===== config.mk =====
export PLATFORM = sky130hd
export DESIGN_NAME = pstack_flat
export DESIGN_NICKNAME = d
export VERILOG_FILES = /design/src/rtl/pstack_pkg.sv /design/src/rtl/pstack_if.sv /design/src/rtl/pstack_ram.sv /design/src/rtl/pstack.sv /design/src/flat_wrapper.sv
export SDC_FILE = /design/constraint.sdc
export NUM_CORES = 1
export LEC_CHECK = 0
export CAP_MARGIN = 40
export CELL_PAD_IN_SITES_DETAIL_PLACEMENT = 1
export CELL_PAD_IN_SITES_GLOBAL_PLACEMENT = 1
export CORE_MARGIN = 2
export CORE_UTILIZATION = 50
export CTS_BUF_LIST = sky130_fd_sc_hd__clkbuf_8
export CTS_CLUSTER_SIZE = 28
export DETAILED_ROUTE_END_ITERATION = 10
export HOLD_SLACK_MARGIN = 0.03
export PLACE_DENSITY = 0.76
export SLEW_MARGIN = 15
export SYNTH_ARGS = -nofsm -noshare
export SYNTH_HDL_FRONTEND = slang
export SYNTH_HIERARCHICAL = 1
export SYNTH_SLANG_ARGS = --single-unit

===== constraint.sdc =====
create_clock -name clk -period 4.1 [get_ports clk]
set_clock_uncertainty 0.1 [all_clocks]
set_input_delay 1.025 -clock clk [delete_from_list [all_inputs] [get_ports clk]]
set_output_delay 1.025 -clock clk [all_outputs]
set_load 0.1 [all_outputs]

===== src/rtl/pstack_pkg.sv =====
// Shared Forth-core constants: parameter-stack op encoding and default word width.
// The decoder imports the same op constants to drive the stack.
package forth_pkg;
  localparam logic [1:0] PS_NONE    = 2'b00;
  localparam logic [1:0] PS_PUSH    = 2'b01;
  localparam logic [1:0] PS_POP     = 2'b10;
  localparam logic [1:0] PS_REPLACE = 2'b11;
  localparam int         WIDTH      = 16;
endpackage


===== src/rtl/pstack_if.sv =====
// Decoder <-> parameter stack interface.
// Protocol: there is no valid/ready handshake. The decoder presents exactly one op
// per cycle (PS_NONE when idle), and the stack accepts it on that rising edge.
// Every status output is a registered value, except pstack_top, which is an
// asynchronous read of the RAM gated by the registered empty flag.
interface pstack_if #(
  parameter int width = 16,
  parameter int depth = 16
);
  localparam int pw = $clog2(depth);

  logic [1:0]       op;
  logic [width-1:0] push_data;
  logic             err_clr;
  logic [width-1:0] pstack_top;
  logic [pw:0]      count;
  logic             empty;
  logic             full;
  logic             ovf;
  logic             unf;

  modport master (
    output op, push_data, err_clr,
    input  pstack_top, count, empty, full, ovf, unf
  );

  modport slave (
    input  op, push_data, err_clr,
    output pstack_top, count, empty, full, ovf, unf
  );
endinterface


===== src/rtl/pstack_ram.sv =====
// Stack storage: depth x width, one synchronous write port and one asynchronous
// read port, so that it maps onto distributed RAM. Contents are not reset.
module pstack_ram #(
  parameter int width = 16,
  parameter int depth = 16,
  parameter int pw    = $clog2(depth)
) (
  input  logic             clk,
  input  logic             we_i,
  input  logic [pw-1:0]    waddr_i,
  input  logic [width-1:0] wdata_i,
  input  logic [pw-1:0]    raddr_i,
  output logic [width-1:0] rdata_o
);
  logic [width-1:0] mem [depth];

  // Synchronous write port
  always_ff @(posedge clk) begin
    if (we_i) mem[waddr_i] <= wdata_i;
  end

  assign rdata_o = mem[raddr_i];
endmodule


===== src/rtl/pstack.sv =====
// Parameter (data) stack for the Forth core. It holds every entry below TOS and
// presents NOS combinationally on pstack_top.
// Optional feature macro: PSTACK_ERR_EN (sticky ovf/unf flags with err_clr).
module pstack
  import forth_pkg::*;
#(
  parameter int width = WIDTH,
  parameter int depth = 16
) (
  input logic     clk,
  input logic     reset,
  pstack_if.slave bus
);
  localparam int            pw        = $clog2(depth);
  localparam logic [pw-1:0] SP_ONE    = pw'(1);
  localparam logic [pw:0]   CNT_ONE   = (pw+1)'(1);
  localparam logic [pw:0]   CNT_DEPTH = (pw+1)'(depth);

  logic [pw-1:0]    sp_q, sp_d;
  logic [pw:0]      count_q, count_d;
  logic             empty_q, empty_d;
  logic             full_q, full_d;
  logic             we;
  logic [pw-1:0]    waddr;
  logic [width-1:0] rdata;
  logic             ovf_set, unf_set;

  // Op decode. A full PUSH wraps sp and overwrites the oldest entry; REPLACE on an
  // empty stack falls back to a PUSH.
  always_comb begin
    sp_d    = sp_q;
    count_d = count_q;
    we      = 1'b0;
    waddr   = sp_q;
    ovf_set = 1'b0;
    unf_set = 1'b0;
    case (bus.op)
      PS_PUSH: begin
        we      = 1'b1;
        sp_d    = sp_q + SP_ONE;
        count_d = full_q ? count_q : count_q + CNT_ONE;
        ovf_set = full_q;
      end
      PS_POP: begin
        if (empty_q) begin
          unf_set = 1'b1;
        end else begin
          sp_d    = sp_q - SP_ONE;
          count_d = count_q - CNT_ONE;
        end
      end
      PS_REPLACE: begin
        we = 1'b1;
        if (empty_q) begin
          sp_d    = sp_q + SP_ONE;
          count_d = CNT_ONE;
          unf_set = 1'b1;
        end else begin
          waddr = sp_q - SP_ONE;
        end
      end
      default: ;
    endcase
    empty_d = (count_d == '0);
    full_d  = (count_d == CNT_DEPTH);
  end

  // Pointer, occupancy and the registered empty/full flags
  always_ff @(posedge clk or posedge reset) begin
    if (reset) begin
      sp_q    <= '0;
      count_q <= '0;
      empty_q <= 1'b1;
      full_q  <= 1'b0;
    end else begin
      sp_q    <= sp_d;
      count_q <= count_d;
      empty_q <= empty_d;
      full_q  <= full_d;
    end
  end

  pstack_ram #(.width(width), .depth(depth), .pw(pw)) u_ram (
    .clk     (clk),
    .we_i    (we),
    .waddr_i (waddr),
    .wdata_i (bus.push_data),
    .raddr_i (sp_q - SP_ONE),
    .rdata_o (rdata)
  );

  assign bus.pstack_top = empty_q ? '0 : rdata;
  assign bus.count      = count_q;
  assign bus.empty      = empty_q;
  assign bus.full       = full_q;

`ifdef PSTACK_ERR_EN
  logic ovf_q, unf_q;

  // Sticky misuse flags; a clear in the same cycle as a set wins
  always_ff @(posedge clk or posedge reset) begin
    if (reset) begin
      ovf_q <= 1'b0;
      unf_q <= 1'b0;
    end else if (bus.err_clr) begin
      ovf_q <= 1'b0;
      unf_q <= 1'b0;
    end else begin
      ovf_q <= ovf_q | ovf_set;
      unf_q <= unf_q | unf_set;
    end
  end

  assign bus.ovf = ovf_q;
  assign bus.unf = unf_q;
`else
  logic unused_flags;
  assign unused_flags = bus.err_clr ^ ovf_set ^ unf_set;
  assign bus.ovf      = 1'b0;
  assign bus.unf      = 1'b0;
`endif
endmodule

===== src/flat_wrapper.sv =====
// flat-port wrapper written by rule: the top's interface ports become plain ports
module pstack_flat import forth_pkg::*;
#(
  parameter int width = WIDTH,
  parameter int depth = 16
)
  (clk, reset, bus_op, bus_push_data, bus_err_clr, bus_pstack_top, bus_count, bus_empty, bus_full, bus_ovf, bus_unf);
  pstack_if #(.width(width), .depth(depth)) bus_i ();
  input logic clk;
  input logic reset;
  input wire logic [$bits(bus_i.op)-1:0] bus_op;
  input wire logic [$bits(bus_i.push_data)-1:0] bus_push_data;
  input wire logic [$bits(bus_i.err_clr)-1:0] bus_err_clr;
  output wire logic [$bits(bus_i.pstack_top)-1:0] bus_pstack_top;
  output wire logic [$bits(bus_i.count)-1:0] bus_count;
  output wire logic [$bits(bus_i.empty)-1:0] bus_empty;
  output wire logic [$bits(bus_i.full)-1:0] bus_full;
  output wire logic [$bits(bus_i.ovf)-1:0] bus_ovf;
  output wire logic [$bits(bus_i.unf)-1:0] bus_unf;
  assign bus_i.op = bus_op;
  assign bus_i.push_data = bus_push_data;
  assign bus_i.err_clr = bus_err_clr;
  assign bus_pstack_top = bus_i.pstack_top;
  assign bus_count = bus_i.count;
  assign bus_empty = bus_i.empty;
  assign bus_full = bus_i.full;
  assign bus_ovf = bus_i.ovf;
  assign bus_unf = bus_i.unf;
  pstack #(.width(width), .depth(depth)) u_core (.clk(clk), .reset(reset), .bus(bus_i));
endmodule

-- After elaboration in Yosys (flattened, before gate mapping)
Memory sizes are Yosys's and may differ from the RTL's.
Index checks and enable logic that the tools add are counted.
- memory bits (read-only): 0
- output and inout bits: 25
- word-level logic and storage cells: 30
- latch bits: 0
- RAM bits: 256
- register bits after elaboration: 11
- input port bits: 21
- memories kept: 1
- equality and inequality tests: 5
- div/mod/pow operators: 0
- bitwise gates (word level): 0
- reductions and logical operators: 4
- multipliers: 0
- mux-type cells: 12
- $lt $le $gt $ge: 0
- $add $sub $neg: 4
- shift operators: 0
- memories (name ; depth ; bits a word ; rd ports ; clocked after memory_dff ; wr ports ; RTL line ; source):
    u_core.u_ram.mem ; 16 ; 16 ; 1 ; 0 ; 1 ; pstack_ram.sv:15 ; logic [width-1:0] mem [depth];
- operator list (operator ; count):
    two-way mux 16 bit ; 1
    two-way mux 5 bit ; 3
    case mux 5 bit (3 select lines) ; 1
    two-way mux 4 bit ; 3
    case mux 4 bit (3 select lines) ; 1
    adder 5 x 1 -> 5 bit, second input constant ; 1
    equality test 5 bit, second input constant ; 1
    zero test 5 bit ; 1
    subtractor 5 x 1 -> 5 bit, second input constant ; 1
    adder 4 x 1 -> 4 bit, second input constant ; 1
    equality test 2 bit, second input constant ; 2
    subtractor 4 x 1 -> 4 bit, second input constant ; 1
    two-way mux 1 bit ; 3
    nonzero test 3 bit ; 1
    equality test 2 x 1 -> 1 bit, second input constant ; 1
    != test 2 x 1 -> 1 bit, second input constant ; 1
    AND reduction 2 bit ; 1
    OR reduction 2 bit ; 1

-- Depth between registers and ports, before layout
- depth in word-level cells: 5
- mapped depth: 9
- depth with buffers taken out: 7

-- Cells and area by module
Netlist, hierarchy kept.
- by module, submodules not included (module ; area an instance (um2) ; seq. area each (um2) ; cells each ; times used):
    pstack_ram ; 9723.1 ; 7687.4 ; 416 ; 1
    pstack ; 1082.3 ; 276.5 ; 129 ; 1

-- Worst setup path after synthesis
No wires, ideal clock.
- kind: flip-flop to output port
- from: register u_core.sp_q[2]
- to: output port bus_pstack_top[10]
- setup slack: -195 ps
- required time: 2975 ps
- cell stages (with the launch flop): 9
- arrival: 3170 ps
- buffers on the path: 2
- cell sequence: dfrtp_1 -> nor3_1 -> xor2_1 -> nor2b_1 -> clkbuf_1 -> clkbuf_1 -> a22oi_1 -> nand2_1 -> nor2b_1
- cells in the longest elaborated chain, start to end: 3
- RTL lines (element ; RTL line ; source):
    start: declaration ; pstack.sv:19 ; logic [pw-1:0] sp_q, sp_d;
    start signal: assignment ; pstack.sv:76 ; sp_q <= sp_d;
    subtractor 4 x 1 -> 4 bit ; pstack.sv:88 ; .raddr_i (sp_q - SP_ONE),
    memory (16 x 16 bit) ; n/a ;
    net u_core.rdata[10] ; pstack.sv:25 ; logic [width-1:0] rdata;
    two-way mux 16 bit ; pstack.sv:92 ; assign bus.pstack_top = empty_q ? '0 : rdata;
    end: declaration ; flat_wrapper.sv:14 ; output wire logic [$bits(bus_i.pstack_top)-1:0] bus_pstack_top;
The timed path passes the listed nets, and every way through them passes these cells.

-- Worst setup path in the final report
- from: register u_core.sp_q[1]
- to: output port bus_pstack_top[5]
Same word-level chain as after synthesis.

==> results_tabular.tex <==
\begin{tabular}{lr}
\hline
Metric & Value \\
\hline
\multicolumn{2}{l}{\textbf{Clock tree}} \\
\quad Clk buf depth & 3 \\
\quad Clock tree from TritonCTS & built \\
\quad Level count of the clock H-tree & 2 \\
\quad Number of buffers added by the clock tree synthesis step & 43 \\
\quad Worst skew pair latency & 540 ps \\
\quad Library cell used as clock root buffer & sky130\_fd\_sc\_hd\_\_clkbuf\_8 \\
\quad Clock-pin slew reported for the worst setup and hold paths after clock tree synthesis & 60 ps \\
\quad \# hold bufs at CTS & 0 \\
\quad Num Clock Sinks & 267 \\
\multicolumn{2}{l}{\textbf{STA}} \\
\quad Post-route fraction of the period consumed by the critical path & 0.967 \\
\quad Fin crit period & 3970 ps \\
\quad Final hold violations & 0 \\
\quad RSZ-0062 raised after global routing & false \\
\quad Worst max-slew margin expressed relative to the limit & 0.597 \\
\quad Worst slew pin tran & 603 ps \\
\quad Top achievable clock speed & 252 MHz \\
\quad Setup tns final & 0 ps \\
\quad Count of pins over their slew limit & 0 \\
\quad Final-report setup violation count & 0 \\
\multicolumn{2}{l}{\textbf{Final layout}} \\
\quad Area added between synthesis and finish & 20.3\% \\
\quad Number of nets in the layout & 681 \\
\quad Share of final-layout standard cells stronger than drive strength 1 & 0.327 \\
\multicolumn{2}{l}{\textbf{Synthesis}} \\
\quad Number of storage elements in the synthesis netlist & 267 \\
\quad Number of synthesized flops with an enable pin & 256 \\
\quad Cell types occupying the most area after synthesis & sky130\_fd\_sc\_hd\_\_edfxtp\_1, sky130\_fd\_sc\_hd\_\_mux4\_2, sky130\_fd\_sc\_hd\_\_mux4\_1 \\
\quad Flip-flop cell with the highest count after synthesis & sky130\_fd\_sc\_hd\_\_edfxtp\_1 \\
\quad Average cell area after synthesis & 19.8 sq um \\
\quad Post-Synthesis Cells & 545 \\
\quad Most common library cells after synthesis & sky130\_fd\_sc\_hd\_\_edfxtp\_1, sky130\_fd\_sc\_hd\_\_mux4\_2, sky130\_fd\_sc\_hd\_\_a22oi\_1, sky130\_fd\_sc\_hd\_\_nand2\_1, sky130\_fd\_sc\_hd\_\_nor2b\_1 \\
\quad Fraction of registers with async set or reset after synthesis & 0.0412 \\
\quad Distinct cell type count after synthesis & 47 \\
\quad Number of warnings issued by yosys & 6 \\
\quad Most instantiated library cell after synthesis & sky130\_fd\_sc\_hd\_\_edfxtp\_1 \\
\quad Cell type contributing the most total cell area after synthesis & sky130\_fd\_sc\_hd\_\_edfxtp\_1 \\
\quad Post-synthesis instance area & 0.0108 sq mm \\
\quad Fraction of post-synthesis cell area in the top cell type by area & 0.711 \\
\quad Part of the Yosys area used for sequential elements & 0.737 \\
\multicolumn{2}{l}{\textbf{Route}} \\
\quad Number of remaining DRC errors & 0 \\
\quad Length of routed met3 wiring & 1500 microns \\
\quad Post-detailed-route count of antenna-violating nets & 0 \\
\quad Average wire per standard cell & 26.3 microns \\
\quad Number of search-and-repair iterations in the first detailed-routing pass & 5 \\
\quad Vias & 5687 \\
\quad Vias/cell & 5.94 \\
\quad Length of routed wiring on met1 & 10200 microns \\
\quad Met2 WL post-DR & 12700 microns \\
\quad Wire length reported by the detailed router & 25200 microns \\
\quad Highest metal layer used by the detailed router & met4 \\
\quad Iter 0 DRT Violations & 352 \\
\multicolumn{2}{l}{\textbf{Critical path}} \\
\quad Worst-path fanout max & 21 \\
\quad Cell-by-cell trace of the critical path & inv\_1 -> ha\_2 -> clkinv\_8 -> buf\_12 -> mux4\_2 -> a22oi\_2 -> nand2\_1 -> nor2b\_2 -> buf\_12 \\
\quad Slowest stage delay, CP & 420 ps \\
\quad Type of element capturing the critical path & output pin \\
\quad Number of buffer and inverter instances along the worst setup path & 4 \\
\quad Critical Path Source Type & flop \\
\quad Largest delay share family, worst path & buffers and inverters \\
\quad Endpoint required time on the critical path & 2970 ps \\
\quad Crit Path Class & reg -> out \\
\quad Most repeated library cell on the critical path & sky130\_fd\_sc\_hd\_\_buf\_12 \\
\quad Data arrival time of the critical path & 2840 ps \\
\quad Highest-delay cell along the critical path & sky130\_fd\_sc\_hd\_\_ha\_2 \\
\multicolumn{2}{l}{\textbf{GRT}} \\
\quad Number of antenna violations at the first check in global routing & 1 \\
\quad Total GRT Usage & 0.235 \\
\quad Residual overflow from global routing & 0 \\
\quad Maximum number of pins on one net before global-route repair & 34 \\
\quad Via count of the first global-routing pass & 6338 \\
\quad Wire length of the first global-routing pass & 38400 microns \\
\multicolumn{2}{l}{\textbf{Die}} \\
\quad Initial core utilization & 0.512 \\
\quad Placeable Area & 0.0211 sq mm \\
\quad Die footprint & 0.0228 sq mm \\
\quad Die X & 151 microns \\
\quad Top-Level Pins & 46 \\
\quad Number of standard-cell rows in the floorplan & 53 \\
\quad Die height & 151 microns \\
\multicolumn{2}{l}{\textbf{Job}} \\
\quad Max-cap violation count & 0 \\
\multicolumn{2}{l}{\textbf{Outcome}} \\
\quad Status & finished, final reports clean \\
\multicolumn{2}{l}{\textbf{Placement}} \\
\quad Global placement routability congestion & 0.750 \\
\quad Port Buf Inserts & 42 \\
\quad Half-perimeter wire length after placement & 14900 microns \\
\multicolumn{2}{l}{\textbf{Hold path}} \\
\quad Path class of the lowest-slack min-delay path & reg -> reg \\
\hline
\end{tabular}
cell type report:
type                    instances  area (sq um)
diodes                          1          2.50
clock buffers                  46           633
clock inverters                30           129
fillers                      1820          8090
inverters                      11          56.3
multi-input cells             238          2760
flip-flops and latches        267          7970
well taps                     275           344
repair buffers                 90          1110
flip-flops by register name (all words and copies together), names as in the netlist:
signal,cells
u_core/bus.count,5
u_core/sp_q,4
u_core/u_ram/mem,256
u_core/bus.full,1
u_core/bus.empty,1
per-layer routing:
metal / track usage / up-vias
met5: 0 / -
met3: 0.0503 / 49
met1: 0.306 / 2998
met2: 0.392 / 194
met4: 0.0888 / 0
li1: - / 2446
cells by family (layout without fill, tap and decap cells):
| kind of cell | after synthesis | in the layout | synth area share |
|---|---|---|---|
| buffers and inverters | 41 | 177 | 0.0200 |
| DFF | 267 | 267 | 0.737 |
| muxes | 68 | 68 | 0.141 |
| other | 1 | 3 | 0.000347 |
| and+or+nand+nor | 97 | 97 | 0.0489 |
| AOI/OAI and AO/OA | 53 | 53 | 0.0352 |
| adders and majority gates | 9 | 9 | 0.0104 |
| xor gates and xnor gates | 9 | 9 | 0.00729 |
per-stage QoR:
stage,cells,cell area [sq um],setup slack (ps),utilization,hold slack (ps)
2_1_floorplan,546,10900,198,-,398
6_report,958,13000,135,0.616,485
3_5_place_dp,880,12100,269,0.575,421
3_3_place_gp,874,12000,355,0.571,424
5_1_grt,958,13000,14.1,0.616,523
4_1_cts,957,12900,41.9,0.614,433
timing repair:
item | CTS | global route
gates resized for setup | 5 | 10
endpoints found under the setup margin | 16 | 16
gates cloned | 1 | 0
buffers inserted | 0 | 0
worst register-to-register path: stages (launching register included):
cell,delay [ps]
sky130_fd_sc_hd__dfrtp_2,410
sky130_fd_sc_hd__inv_1,80
sky130_fd_sc_hd__ha_2,420
sky130_fd_sc_hd__clkinv_8,150
sky130_fd_sc_hd__buf_12,230
sky130_fd_sc_hd__nand2_1,80
sky130_fd_sc_hd__o21ai_0,220
sky130_fd_sc_hd__buf_4,250
sky130_fd_sc_hd__nand2b_1,260
sky130_fd_sc_hd__nor2_2,320
sky130_fd_sc_hd__buf_4,270
path summary, 6_finish.rpt:
| check | slack [ps] | cells after the start | to | startpoint |
|---|---|---|---|---|
| max | 130 | 9 | bus_pstack_top[5] | u_core/sp_q[1]$_DFFE_PP0P_ |
| min | 490 | 1 | u_core/sp_q[3]$_DFFE_PP0P_ | u_core/sp_q[3]$_DFFE_PP0P_ |
| max reg2reg | 1010 | 10 | u_core/u_ram/mem[13][5]$_DFFE_PP_ | u_core/sp_q[1]$_DFFE_PP0P_ |
| min reg2reg | 490 | 1 | u_core/sp_q[3]$_DFFE_PP0P_ | u_core/sp_q[3]$_DFFE_PP0P_ |
| max in group asynchronous | 2870 | 2 | u_core/bus.empty$_DFF_PP1_ | reset |
| min in group asynchronous | 690 | 2 | u_core/sp_q[3]$_DFFE_PP0P_ | reset |
cells in the final DEF, fill, tap and decap left out, drive strengths merged, types with 3 or more instances in the layout:
cell	netlist	routed
nor4	3	3
o22ai	3	3
a21oi	5	5
nor2	18	18
nor2b	22	22
clkbuf	12	46
o21ai	4	4
inv	11	21
edfxtp	256	256
nor3	6	6
a22oi	33	33
and2b	3	3
buf	18	64
ha	9	9
dfrtp	10	10
nand2b	3	3
xnor2	4	4
nand2	27	27
xor2	5	5
clkinv	0	20
clkdlybuf4s50	0	25
mux4	64	64
Power is left out: the tool's default activity adds up to more than one toggle a clock period on the data nets, which glitch-free logic cannot reach.
